<file path="config.mk">
export PLATFORM = sky130hd
export DESIGN_NAME = instruction_fetch
export DESIGN_NICKNAME = d
export VERILOG_FILES = /design/src/rtl/instruction_fetch.sv
export SDC_FILE = /design/constraint.sdc
export NUM_CORES = 1
export LEC_CHECK = 0
export CAP_MARGIN = 20
export CORE_MARGIN = 1.5
export CORE_UTILIZATION = 30
export CTS_CLUSTER_SIZE = 12
export DETAILED_ROUTE_END_ITERATION = 12
export REMOVE_ABC_BUFFERS = 1
export SLEW_MARGIN = 20
export SYNTH_ARGS = -nofsm -noshare
export SYNTH_HDL_FRONTEND = slang
export SYNTH_SLANG_ARGS = --single-unit
</file>
<file path="constraint.sdc">
create_clock -name clk -period 4.3 [get_ports clk]
set_input_delay 0.43 -clock clk [delete_from_list [all_inputs] [get_ports clk]]
set_output_delay 0.43 -clock clk [all_outputs]
set_load 0.02 [all_outputs]
</file>
<file path="src/rtl/instruction_fetch.sv">
// Instruction fetch: 2-entry {instr, pc} buffer with one in-flight ROM read.
// Define FETCH_HALT_EN to stop issuing after an all-ones (halt) word is fetched.
module instruction_fetch #(
    parameter int IW = 32,
    parameter int AW = 6
) (
    input  logic          clk,
    input  logic          rst,
    input  logic [AW-1:0] pc_in,
    output logic          pc_en,
    output logic [AW-1:0] mem_addr,
    output logic          mem_rd,
    input  logic [IW-1:0] mem_data,
    input  logic          flush,
    output logic [IW-1:0] instr,
    output logic [AW-1:0] instr_pc,
    output logic          instr_valid,
    input  logic          instr_ready,
    output logic          halted
);

    logic [1:0]    r_count;
    logic          r_inflight;
    logic [AW-1:0] r_tag;
    logic [IW-1:0] r_data [2];
    logic [AW-1:0] r_pc   [2];

    logic          w_pop;
    logic          w_push;
    logic          w_issue;
    logic          w_halted;
    logic [2:0]    w_occ;
    logic [1:0]    w_base;
    logic [IW-1:0] w_data_n [2];
    logic [AW-1:0] w_pc_n   [2];

    assign instr_valid = (r_count != 2'd0);
    assign instr       = r_data[0];
    assign instr_pc    = r_pc[0];

    assign w_pop  = instr_valid && instr_ready;
    assign w_push = r_inflight && !flush;
    assign w_occ  = {1'b0, r_count} + {2'b0, r_inflight} - {2'b0, w_pop};

    // Occupancy counts the in-flight read, so the buffer can never overflow.
    assign w_issue  = !rst && !flush && !w_halted && (w_occ < 3'd2);
    assign pc_en    = w_issue;
    assign mem_rd   = w_issue;
    assign mem_addr = pc_in;
    assign halted   = w_halted;

    always_comb begin
        w_data_n = r_data;
        w_pc_n   = r_pc;
        w_base   = r_count - {1'b0, w_pop};
        if (w_pop && (r_count == 2'd2)) begin
            w_data_n[0] = r_data[1];
            w_pc_n[0]   = r_pc[1];
        end
        // A pop from a single entry keeps the head so outputs hold when empty.
        if (w_push) begin
            if (w_base == 2'd0) begin
                w_data_n[0] = mem_data;
                w_pc_n[0]   = r_tag;
            end else begin
                w_data_n[1] = mem_data;
                w_pc_n[1]   = r_tag;
            end
        end
    end

    always_ff @(posedge clk or posedge rst) begin
        if (rst) begin
            r_count    <= 2'd0;
            r_inflight <= 1'b0;
            r_tag      <= '0;
            r_data[0]  <= '0;
            r_data[1]  <= '0;
            r_pc[0]    <= '0;
            r_pc[1]    <= '0;
        end else begin
            r_inflight <= w_issue;
            if (w_issue) begin
                r_tag <= pc_in;
            end
            if (flush) begin
                r_count <= 2'd0;
            end else begin
                r_count <= w_base + {1'b0, w_push};
                r_data  <= w_data_n;
                r_pc    <= w_pc_n;
            end
        end
    end

`ifdef FETCH_HALT_EN
    logic r_halted;

    always_ff @(posedge clk or posedge rst) begin
        if (rst) begin
            r_halted <= 1'b0;
        end else if (w_push && (mem_data == {IW{1'b1}})) begin
            r_halted <= 1'b1;
        end
    end

    assign w_halted = r_halted;
`else
    assign w_halted = 1'b0;
`endif

endmodule

</file>
# Yosys cells after proc, flatten, opt, wreduce, memory -nomap -nowiden
# Index checks and enable logic that the tools add are counted.
[op_classes] n_bitwise=2 eq_ne=1 order_cmp=1 n_reduce_logical=10 addsub=4 mux=9
[op_table] cell="$mux W32" count=3
[op_table] cell="$mux W64" count=1
[op_table] cell="$mux W6" count=3
[op_table] cell="$mux W12" count=1
[op_table] cell="$logic_and A1 B1 Y1" count=5
[op_table] cell="$add A2 B1 Y3" count=1
[op_table] cell="$lt A3 B2 Y1 const B" count=1
[op_table] cell="$reduce_and A3 Y1" count=1
[op_table] cell="$sub A3 B1 Y3" count=1
[op_table] cell="$add A2 B1 Y2" count=1
[op_table] cell="$eq A2 B2 Y1 const B" count=1
[op_table] cell="$logic_not A1 Y1" count=2
[op_table] cell="$logic_not A2 Y1" count=1
[op_table] cell="$mux W2" count=1
[op_table] cell="$not A1 Y1" count=2
[op_table] cell="$reduce_bool A2 Y1" count=1
[op_table] cell="$sub A2 B1 Y2" count=1
[totals] elab_cells=34 register_bits=85 out_inout_bits=48 inputBits=42

# Logic depth before layout (Yosys ltp)
# Gate-level depths: netlist of the first run.
[logic_depth] word_depth=6 mapped_depth=7 ltp_nobuf=6

# Worst setup path after synthesis of the first run
# Ideal clock, no wire load.
[synth_path] path_kind="register to output" startpoint="reg r_count[1]" endpoint="out pc_en" setup_slack_ns=1.709 path_stages_with_launch=8 n_path_buf=1 arrival_time_ns=2.161 required_ns=3.870 path_cell_list="dfrtp_1 -> or2_2 -> and3b_1 -> fa_1 -> xnor2_1 -> nand3_1 -> inv_1 -> buf_4"
[synth_via] elab_chain_cells=5 word_cells_on_any_way=6 classes_between="add/sub: 2; order compare: 1; reduce/logical: 3"
[synth_rtl] element="from (decl)" line_no="22" text="logic [1:0] r_count;"
[synth_rtl] element="from (signal assigned)" line_no="89" text="r_count <= w_base + {1'b0, w_push};"
[synth_rtl] element="$reduce_bool A2 Y1" line_no="37" text="assign instr_valid = (r_count != 2'd0);"
[synth_rtl] element="net instr_valid" line_no="17" text="output logic instr_valid,"
[synth_rtl] element="$logic_and A1 B1 Y1" line_no="41" text="assign w_pop = instr_valid && instr_ready;"
[synth_rtl] element="$sub A3 B1 Y3" line_no="43" text="assign w_occ = {1'b0, r_count} + {2'b0, r_inflight} - {2'b0, w_pop};"
[synth_rtl] element="$lt A3 B2 Y1" line_no="46" text="assign w_issue = !rst && !flush && !w_halted && (w_occ < 3'd2);"
[synth_rtl] element="$logic_and A1 B1 Y1" line_no="46"
[synth_rtl] element="to (decl)" line_no="10" text="output logic pc_en,"
# The timed path passes the listed nets, and every way through them passes these cells.

# Final worst setup path of the first run
[layout_path] startpoint="reg r_count[1]" endpoint="out mem_rd"
[layout_via] elab_chain_cells=5 word_cells_on_any_way=6 classes_between="add/sub: 2; order compare: 1; reduce/logical: 3"
[layout_rtl] element="parallel branches: the longest is 2 deep, another holds $add A2 B1 Y3"
[layout_rtl] element="$sub A3 B1 Y3 (*)" line_no="43"
[layout_rtl] element="$lt A3 B2 Y1 (*)" line_no="46"
[layout_rtl] element="$logic_and A1 B1 Y1 (*)" line_no="46"
[layout_rtl] element="to (decl)" line_no="12" text="output logic mem_rd,"
# Mark *: on every way between the ends.

==> flow_metrics.tcl, run 1 <==
set metrics [dict create \
    ir_drop_uv 227 \
    fp.dieArea_um2 14100 \
    synth_flop_cell "dfrtp_1" \
    fin_crit_sh_pct 79.1 \
    reg2reg_setup_slack_ns 1.92 \
    port_buffers 88 \
    first_pass_iters 4 \
    critical_path_class "reg2out" \
    crit_arrival_ns 2.97 \
    cts_root_buf "clkbuf_16" \
    pwr_density_cell_nw_per_um2 481 \
    cp_slowest_cell "clkdlybuf4s50_1" \
    clk_latency_ns 0.33 \
    worst-path-max-fanout 7 \
    drc 0 \
    min_to "r_data[26]" \
    cap_violations 0 \
    synthTopCellsByArea "dfrtp_1 53%, buf_4 8.6%, mux2_4 7.5%, mux2_2 6.7%, nand2b_1 6.1%" \
    r2r_start "r_count[0]" \
    hp-start "r_data[26]" \
    ys_seq_elements 85 \
    synth_common_cells "85 x dfrtp_1, 46 x buf_4, 39 x nand2b_1, 24 x mux2_2" \
    core_um2 13100 \
    netlist.area_leader.share_pct 53.1 \
    worstPathCellList "or2_2, and3b_1, fa_1, xnor2_1, nand3_1, inv_1, clkdlybuf4s50_1" \
    first_iter_violations 128 \
    overflow 0 \
    end_kind "primary output" \
    grt_max_degree 49 \
    reg2reg_depth 5 \
    tritoncts "done" \
    max_freq_mhz 294 \
    initial_utilization_pct 30.5 \
    grt_usage_pct 12.7 \
    whs_path_depth 1 \
    clk_path_buf_depth 2 \
    syn_avg_cell_area_um2 13.7 \
    cpPeakStageDelay_ns 0.62 \
    antenna_cells 0 \
    setup_ws_ns 0.897 \
    worstHoldPathType "reg2reg" \
    fin_util_pct 38.1 \
    wirelength_um 8280 \
    dp_slack_ns 0.955 \
    placed_cell_area_um2 4700 \
    synth_edf_count 0 \
    rsz0062_at_grt "no" \
    post_drt_wl_per_cell_um 16.1 \
    post_cts_buffers 0 \
    worstReg2RegEnd "instr_pc[2]" \
    finClkSkew_ns 0.00435 \
    clock-sinks 85 \
    hpwl_um 5090 \
    rows 42 \
    finish.net_count 378 \
    synth_seq_area_share_pct 53.1 \
    postCtsResizedCells 0 \
    grt_pass1_vias 2643 \
    tightest_slew_ns 0.942 \
    slew_violations 0 \
    total_power_mw 2.41 \
    hold_buffers 0 \
    setup.worst_path.start_class "register" \
    outcome "completed" \
    antenna_found_initial 0 \
    setup_tns_ns 0 \
    fin_crit_ns 3.40 \
    final_hold_viol_count 0 \
    htreeDepth 3 \
    synthArstFlopShare_pct 100 \
    routed-via-count 2380 \
    synth_area_um2 4010 \
    yosys_warnings 0 \
    ant_nets 0 \
    setup_viol 0 \
    vias_per_cell 4.62 \
    critical_path_buf_inv_count 2 \
    fin_area_um2 5010 \
    drive_gt1_share_pct 25.4 \
    crit_required_ns 3.87 \
    cts_made_buffers 9 \
    crit_family "simple AND/OR/NAND/NOR gates" \
    io-pin-count 90 \
    synthDistinctLibCells 30 \
    path_clk_slew_ns 0.06 \
    place_congestion 0.710 \
    synth_top_area_cell "dfrtp_1" \
    grt_pass1_wl_um 14000 \
    slew_headroom_pct 37.1 \
    yosysMostFrequentCell "dfrtp_1" \
    fp.dieH_um 119 \
    syn_inst 293 \
    power.leakage_nw 2.12 \
    area_growth_pct 25.0 \
    die_w_um 119 \
]
## stage by stage
| step | hold WS (ns) | cells |
|---|---|---|
| floorplan | 0.470 | 231 |
| global placement | 0.477 | 499 |
| detailed placement | 0.482 | 499 |
| CTS | 0.497 | 515 |
| global route | 0.505 | 515 |
| finish | 0.497 | 515 |
## area by class of cell
type / count / area [µm²]
clock buffer: 11 / 233
tap: 176 / 220
multi-input combinational: 143 / 1420
timing repair buffer: 92 / 923
inverter: 3 / 12.5
sequential: 85 / 2130
clock inverter: 5 / 75.1
fill: 1265 / 8130
## state kept, by name, indices dropped and copies added, names as in the netlist
signal	count
instr	32
r_tag	6
r_inflight	1
instr_pc	6
r_count	2
r_pc	6
r_data	32
## placed cells by master (no fill, tap or decap)
master / instances
mux2_4: 20
buf_4: 3
mux2_2: 24
nand2b_1: 39
fa_1: 1
nand3_1: 1
o21ai_0: 1
nor2b_1: 2
nand3_2: 1
nor2_1: 1
inv_1: 2
or2_2: 1
o221a_1: 20
and4bb_2: 1
a31o_1: 1
nand2_1: 3
and3b_1: 1
clkbuf_1: 2
a21oi_1: 1
clkbuf_16: 9
conb_1: 1
a21bo_2: 1
ha_1: 1
xor2_1: 1
dfrtp_1: 85
bufinv_16: 2
nor2b_4: 1
xnor2_1: 1
clkinv_2: 4
clkdlybuf4s50_1: 88
o221a_2: 18
or3_1: 1
buf_12: 1
## worst max path at each step
stage                           start       end  cells past startpoint
after floorplan                   rst  instr[0]                      1
after global placement    instr_ready    mem_rd                      8
after detailed placement  instr_ready    mem_rd                      8
after CTS                  r_count[1]    mem_rd                      7
after global routing       r_count[1]    mem_rd                      7
final                      r_count[1]    mem_rd                      7
## routing by layer
layer	vias up	GRT usage [%]	wire, µm
li1	1075	-	-
met1	1232	15.9	3780
met2	69	20.6	3970
met3	4	5.02	485
met4	0	3.16	38
met5	-	0	0
## power by group
| part | leakage [nW] | internal (mW) | switching, mW |
|---|---|---|---|
| clock network | 0.153 | 0.506 | 0.302 |
| logic | 0.918 | 0.333 | 0.237 |
| registers | 1.05 | 0.946 | 0.0843 |
## cells by family after synthesis
family | share of synthesized area [%]
xor gates and xnor gates | 0.437
DFF | 53.1
buffers and inverters | 11.7
adders and majority gates | 0.812
other | 0.0936
and+or+nand+nor | 8.21
AOI/OAI and AO/OA | 11.4
muxes | 14.2
No activity file was read; power rests on OpenSTA's default activity.
==> inputs of run 2 (changes only) <==
==> constraint.sdc (replaced) <==
create_clock -name clk -period 3.4 [get_ports clk]
set_input_delay 0.34 -clock clk [delete_from_list [all_inputs] [get_ports clk]]
set_output_delay 0.34 -clock clk [all_outputs]
set_load 0.02 [all_outputs]
==> run 2 against run 1 <==
Against the previous run:
- core utilization grew 0.11 points
- non-clock buffer count grew 3
- cell area grew 0.30%
- routed wire length shrank 0.68%
- critical endpoint is now pc_en
- largest power group unchanged
- highest routed layer unchanged
==> flow_metrics.tcl, run 2 (synthesis results as in run 1) <==
set metrics [dict create \
    slew_violations 0 \
    cts_root_buf "clkbuf_16" \
    dp_slack_ns 0.587 \
    grt_pass1_wl_um 13700 \
    worst-path-max-fanout 6 \
    initial_utilization_pct 30.5 \
    reg2reg_depth 7 \
    fp.dieH_um 119 \
    drive_gt1_share_pct 25.9 \
    area_growth_pct 25.3 \
    vias_per_cell 4.64 \
    tritoncts "done" \
    switching_share_pct 25.7 \
    max_freq_mhz 333 \
    clk_latency_ns 0.33 \
    internal_power_mw 2.24 \
    path_clk_slew_ns 0.06 \
    clk_path_buf_depth 2 \
    crit_required_ns 3.06 \
    grt_max_degree 46 \
    ir_drop_uv 299 \
    setup.worst_path.start_class "register" \
    cts_made_buffers 9 \
    rsz0062_at_grt "no" \
    grt_usage_pct 12.6 \
    worstHoldPathType "in2async" \
    setup_viol 0 \
    outcome "completed" \
    combPwrFrac_pct 23.9 \
    overflow 0 \
    setup_tns_ns 0 \
    setup_ws_ns 0.395 \
    fp.dieArea_um2 14100 \
    grt_pass1_vias 2537 \
    antenna_cells 0 \
    hold_ws_ns 0.456 \
    post_cts_buffers 0 \
    postCtsResizedCells 0 \
    drc 0 \
    end_kind "primary output" \
    total_power_mw 3.02 \
    port_buffers 88 \
    tightest_slew_ns 0.800 \
    p_seq_share_pct 43.2 \
    hpwl_um 5070 \
    core_um2 13100 \
    wirelength_um 8230 \
    p_clk_share_pct 32.9 \
    clock-sinks 85 \
    layout_commonest_cell "clkdlybuf4s50_1" \
    slew_headroom_pct 46.7 \
    switchingPower_mw 0.774 \
    ant_nets 0 \
    place_congestion 0.765 \
    fill_cells 1289 \
    routed-via-count 2393 \
    die_w_um 119 \
    post_drt_wl_per_cell_um 15.9 \
    final_cell_mix "88 x clkdlybuf4s50_1, 85 x dfrtp_1, 39 x nand2b_1" \
    hold_buffers 0 \
    fin_util_pct 38.2 \
    rows 42 \
    finClkSkew_ns 0.00736 \
    htreeDepth 3 \
    crit_arrival_ns 2.67 \
    io-pin-count 90 \
    first_pass_iters 4 \
    final_hold_viol_count 0 \
    finish.net_count 381 \
    critical_path_class "reg2out" \
    fin_crit_sh_pct 88.4 \
    first_iter_violations 126 \
    pwr_density_cell_nw_per_um2 600 \
    power.leakage_nw 2.13 \
    fin_crit_ns 3.01 \
    cap_violations 0 \
    antenna_found_initial 0 \
]
[run 2: changes by cell type in the layout (fill, tap and decap cells not counted), sizes merged]
cell / before / now
buf: 4 / 7
clkinv: 4 / 1
clkbuf: 11 / 13
bufinv: 2 / 1
[run 2: routing by layer]
layer | up-vias | GRT usage, % | share of wire, %
li1 | 1084 | - | -
met1 | 1236 | 16.2 | 47
met2 | 65 | 19.9 | 47
met3 | 8 | 4.05 | 4.7
met4 | 0 | 4.74 | 1.4
met5 | - | 0 | 0
[run 2: layout make-up]
type	instances	area, µm²	share of cell area, %
flip-flops and latches	85	2130	42.4
repair buffers	95	946	18.8
inverters	3	12.5	0.249
clock buffers	13	270	5.38
clock inverters	1	30.0	0.598
multi-input cells	143	1420	28.2
well taps	176	220	4.39
[run 2: final timing paths]
path | from | endpoint | slack [ns]
setup / recovery | r_count[1] | pc_en | 0.39
hold / removal | rst | r_inflight | 0.46
setup reg to reg | r_count[1] | r_tag[2] | 1.15
hold reg to reg | r_data[2] | r_data[2] | 0.49
max in group asynchronous | rst | r_data[17] | 2.24
min in group clk | r_data[2] | r_data[2] | 0.49
[run 2: metrics by stage]
stage | area (µm²) | instances
floorplan | 3550 | 231
global placement | 4720 | 502
detailed placement | 4720 | 502
CTS | 5020 | 516
global route | 5020 | 516
finish | 5020 | 516
[run 2: worst max-delay path, stage by stage (launching register included)]
cell	delay, ns
dfrtp_1	0.45
or2_2	0.33
and3b_1	0.18
fa_1	0.41
xnor2_1	0.15
nand3_1	0.11
inv_1	0.10
clkdlybuf4s50_1	0.60
[run 2: power by group through the flow]
stage                     Sequential (mW)  Combinational [mW]  Clock [mW]
final                                1.30               0.722       0.991
after global placement               1.31               0.719           0
after CTS                            1.30               0.734        1.04
after detailed placement             1.32               0.730           0
after global routing                 1.32               0.766        1.07
after floorplan                      1.43               0.243           0
==> inputs of run 3 (changes only) <==
--- a/config.mk
+++ b/config.mk
@@ -5,6 +5,7 @@
 export SDC_FILE = /design/constraint.sdc
 export NUM_CORES = 1
 export LEC_CHECK = 0
+export ABC_AREA = 1
 export CAP_MARGIN = 20
 export CORE_MARGIN = 1.5
 export CORE_UTILIZATION = 30
==> run 3 against run 2 <==
Against the previous run:
- fmax is 6.7% higher
- critical path depth is 4 higher
- first-iteration DRC count is 1.6% lower
- clock skew is 0.00075 ns higher
- routed wire length is 0.24% higher
- via count is 22% higher
==> flow_metrics.tcl, run 3 <==
set metrics [dict create \
    hpwl_um 5440 \
    first_pass_iters 4 \
    synth_area_um2 4040 \
    synth_common_cells "104 x nor2_1, 85 x dfrtp_1, 61 x nand2_1, 52 x buf_4, 50 x inv_1" \
    initial_utilization_pct 30.6 \
    netlist.area_leader.share_pct 52.6 \
    synthArstFlopShare_pct 100 \
    drive_gt1_share_pct 6.99 \
    hp-start "r_pc[4]" \
    finClkSkew_ns 0.00810 \
    hold_buffers 0 \
    synth_flop_cell "dfrtp_1" \
    antenna_found_initial 0 \
    grt_max_degree 49 \
    layout_commonest_cell "nor2_1" \
    cap_violations 0 \
    synth_simple_gate_area_share_pct 18.6 \
    worst-path-max-fanout 3 \
    synth_mux_area_share_pct 0 \
    critical_path_buf_inv_count 3 \
    setup.worst_path.start_class "register" \
    area_growth_pct 24.5 \
    fp.dieArea_um2 14200 \
    synth_top_family_by_area "simple AND/OR/NAND/NOR gates" \
    io-pin-count 90 \
    rows 42 \
    outcome "completed" \
    syn_avg_cell_area_um2 8.58 \
    setup_tns_ns 0 \
    syn_inst 471 \
    overflow 0 \
    ant_nets 0 \
    fin_area_um2 5030 \
    synth_compound_area_share_pct 10.7 \
    crit_family "simple AND/OR/NAND/NOR gates" \
    pwr_density_cell_nw_per_um2 598 \
    hold_ws_ns 0.483 \
    placed_cell_area_um2 4700 \
    switchingPower_mw 0.860 \
    grt_pass1_vias 2768 \
    clk_path_buf_depth 2 \
    worst_setup_path_startpoint "r_count[0]" \
    synth_xor_area_share_pct 0.217 \
    post_cts_buffers 0 \
    path_clk_slew_ns 0.06 \
    r2r_start "r_count[0]" \
    switching_share_pct 28.6 \
    cpPeakStageDelay_ns 0.50 \
    final_hold_viol_count 0 \
    critical_path_class "reg2out" \
    yosysMostFrequentCell "nor2_1" \
    first_iter_violations 124 \
    p_seq_share_pct 43.8 \
    htreeDepth 3 \
    crit_path_frequent_cell "nand2_1" \
    grt_pass1_wl_um 13800 \
    finish.net_count 554 \
    tritoncts "done" \
    combPwrFrac_pct 23.8 \
    setup_viol 0 \
    ir_drop_uv 232 \
    fin_crit_sh_pct 82.8 \
    cts_root_buf "clkbuf_16" \
    antenna_cells 0 \
    wirelength_um 8250 \
    synth_edf_count 0 \
    yosys_warnings 0 \
    vias_per_cell 4.21 \
    tightest_slew_ns 0.711 \
    synth_top_area_cell "dfrtp_1" \
    crit_required_ns 3.06 \
    clock-sinks 85 \
    final_cells 691 \
    core_um2 13200 \
    synthAdderAreaFrac_pct 0.805 \
    placed_cells 674 \
    worstHoldPathType "reg2reg" \
    internal_power_mw 2.15 \
    clk_latency_ns 0.34 \
    synthDistinctLibCells 28 \
    power.leakage_nw 2.32 \
    fp.dieH_um 119 \
    die_w_um 119 \
    end_kind "primary output" \
    port_buffers 88 \
    rsz0062_at_grt "no" \
    worstPathCellList "inv_1, nand2_1, nand2_1, nor2_1, o21ai_0, fa_1, nand2_1, nor2_1, nand2_1, inv_1, dlymetal6s2s_1" \
    cts_made_buffers 9 \
    final_cell_mix "104 x nor2_1, 86 x clkdlybuf4s50_1, 84 x dfrtp_1" \
    cp_slowest_cell "fa_1" \
    fin_crit_ns 2.82 \
    routed-via-count 2912 \
    synth_seq_area_share_pct 52.6 \
    slew_violations 0 \
    grt_usage_pct 12.4 \
    slew_headroom_pct 52.4 \
    crit_arrival_ns 2.48 \
    post_drt_wl_per_cell_um 11.9 \
    synthTopCellsByArea "dfrtp_1 53%, buf_4 9.7%, nor2_1 9.7%, nand2_1 5.7%, o21ai_0 5.5%" \
    drc 0 \
    place_congestion 0.811 \
    p_clk_share_pct 32.4 \
    ys_seq_elements 85 \
    postCtsResizedCells 0 \
    max_freq_mhz 355 \
]
==> run 3: cell count changes after synthesis, sizes merged, moves of 2 or more <==
cell	change
clkbuf	+2
nand4	+2
buf	+2
nor2	+110
nand3	+2
o21ai	+49
a21oi	+33
nor2b	-3
nand2	+59
nand2b	-39
inv	+48
o221a	-38
mux2	-44
==> run 3: power groups by stage <==
stage | Combinational (mW) | Sequential [mW] | Clock, mW
final | 0.717 | 1.32 | 0.973
after global routing | 0.792 | 1.34 | 1.05
after floorplan | 0.231 | 1.46 | 0
after CTS | 0.727 | 1.32 | 1.00
after global placement | 0.713 | 1.33 | 0
after detailed placement | 0.725 | 1.33 | 0
==> run 3: cell type report <==
type | instances | area [µm²]
fill | 1333 | 8160
sequential | 85 | 2130
multi-input combinational | 269 | 1230
timing repair buffer | 94 | 963
clock buffer | 12 | 246
tap | 176 | 220
inverter | 51 | 193
clock inverter | 4 | 47.5
==> run 3: worst reg2reg max path, delay by kind of cell, from the launching register on <==
family	cells	cell delay [ns]
DFF	1	0.41
and+or+nand+nor	7	0.71
AOI/OAI and AO/OA	2	0.22
buffers and inverters	3	0.38
adders and majority gates	1	0.50
==> run 3: per-layer routing <==
metal	up-vias	track usage, %	wire (µm)
li1	1480	-	-
met1	1347	16.4	3930
met2	72	18.6	3690
met3	13	3.78	437
met4	0	6.17	187
met5	-	0	0
==> run 3: worst paths after layout <==
path                       slack [ns]  cells after the start           to
max                              0.58                     11       mem_rd
min in group asynchronous        0.55                      3   r_inflight
max reg2reg                      1.11                     13     r_tag[3]
max in group asynchronous        1.91                      4  instr_pc[3]
min                              0.48                      2      r_pc[4]
min reg2reg                      0.48                      2      r_pc[4]
==> run 3: cell families (layout without fill, tap and decap cells) <==
logic type / Yosys count / after routing
AND/OR/NAND/NOR: 181 / 181
buffers and inverters: 117 / 161
flip-flops: 85 / 85
AO/OA/AOI/OAI: 84 / 84
adder cells (fa/ha/maj): 2 / 2
other: 1 / 1
XOR/XNOR: 1 / 1
==> run 3: metrics by stage <==
| stage | worst slack, ns | total power [mW] | utilization [%] |
|---|---|---|---|
| floorplan | 0.229 | 1.69 | - |
| global placement | 0.363 | 2.04 | 35.6 |
| detailed placement | 0.262 | 2.06 | 35.6 |
| CTS | 0.0885 | 3.05 | 37.9 |
| global route | 0.361 | 3.18 | 38.1 |
| finish | 0.584 | 3.00 | 38.1 |
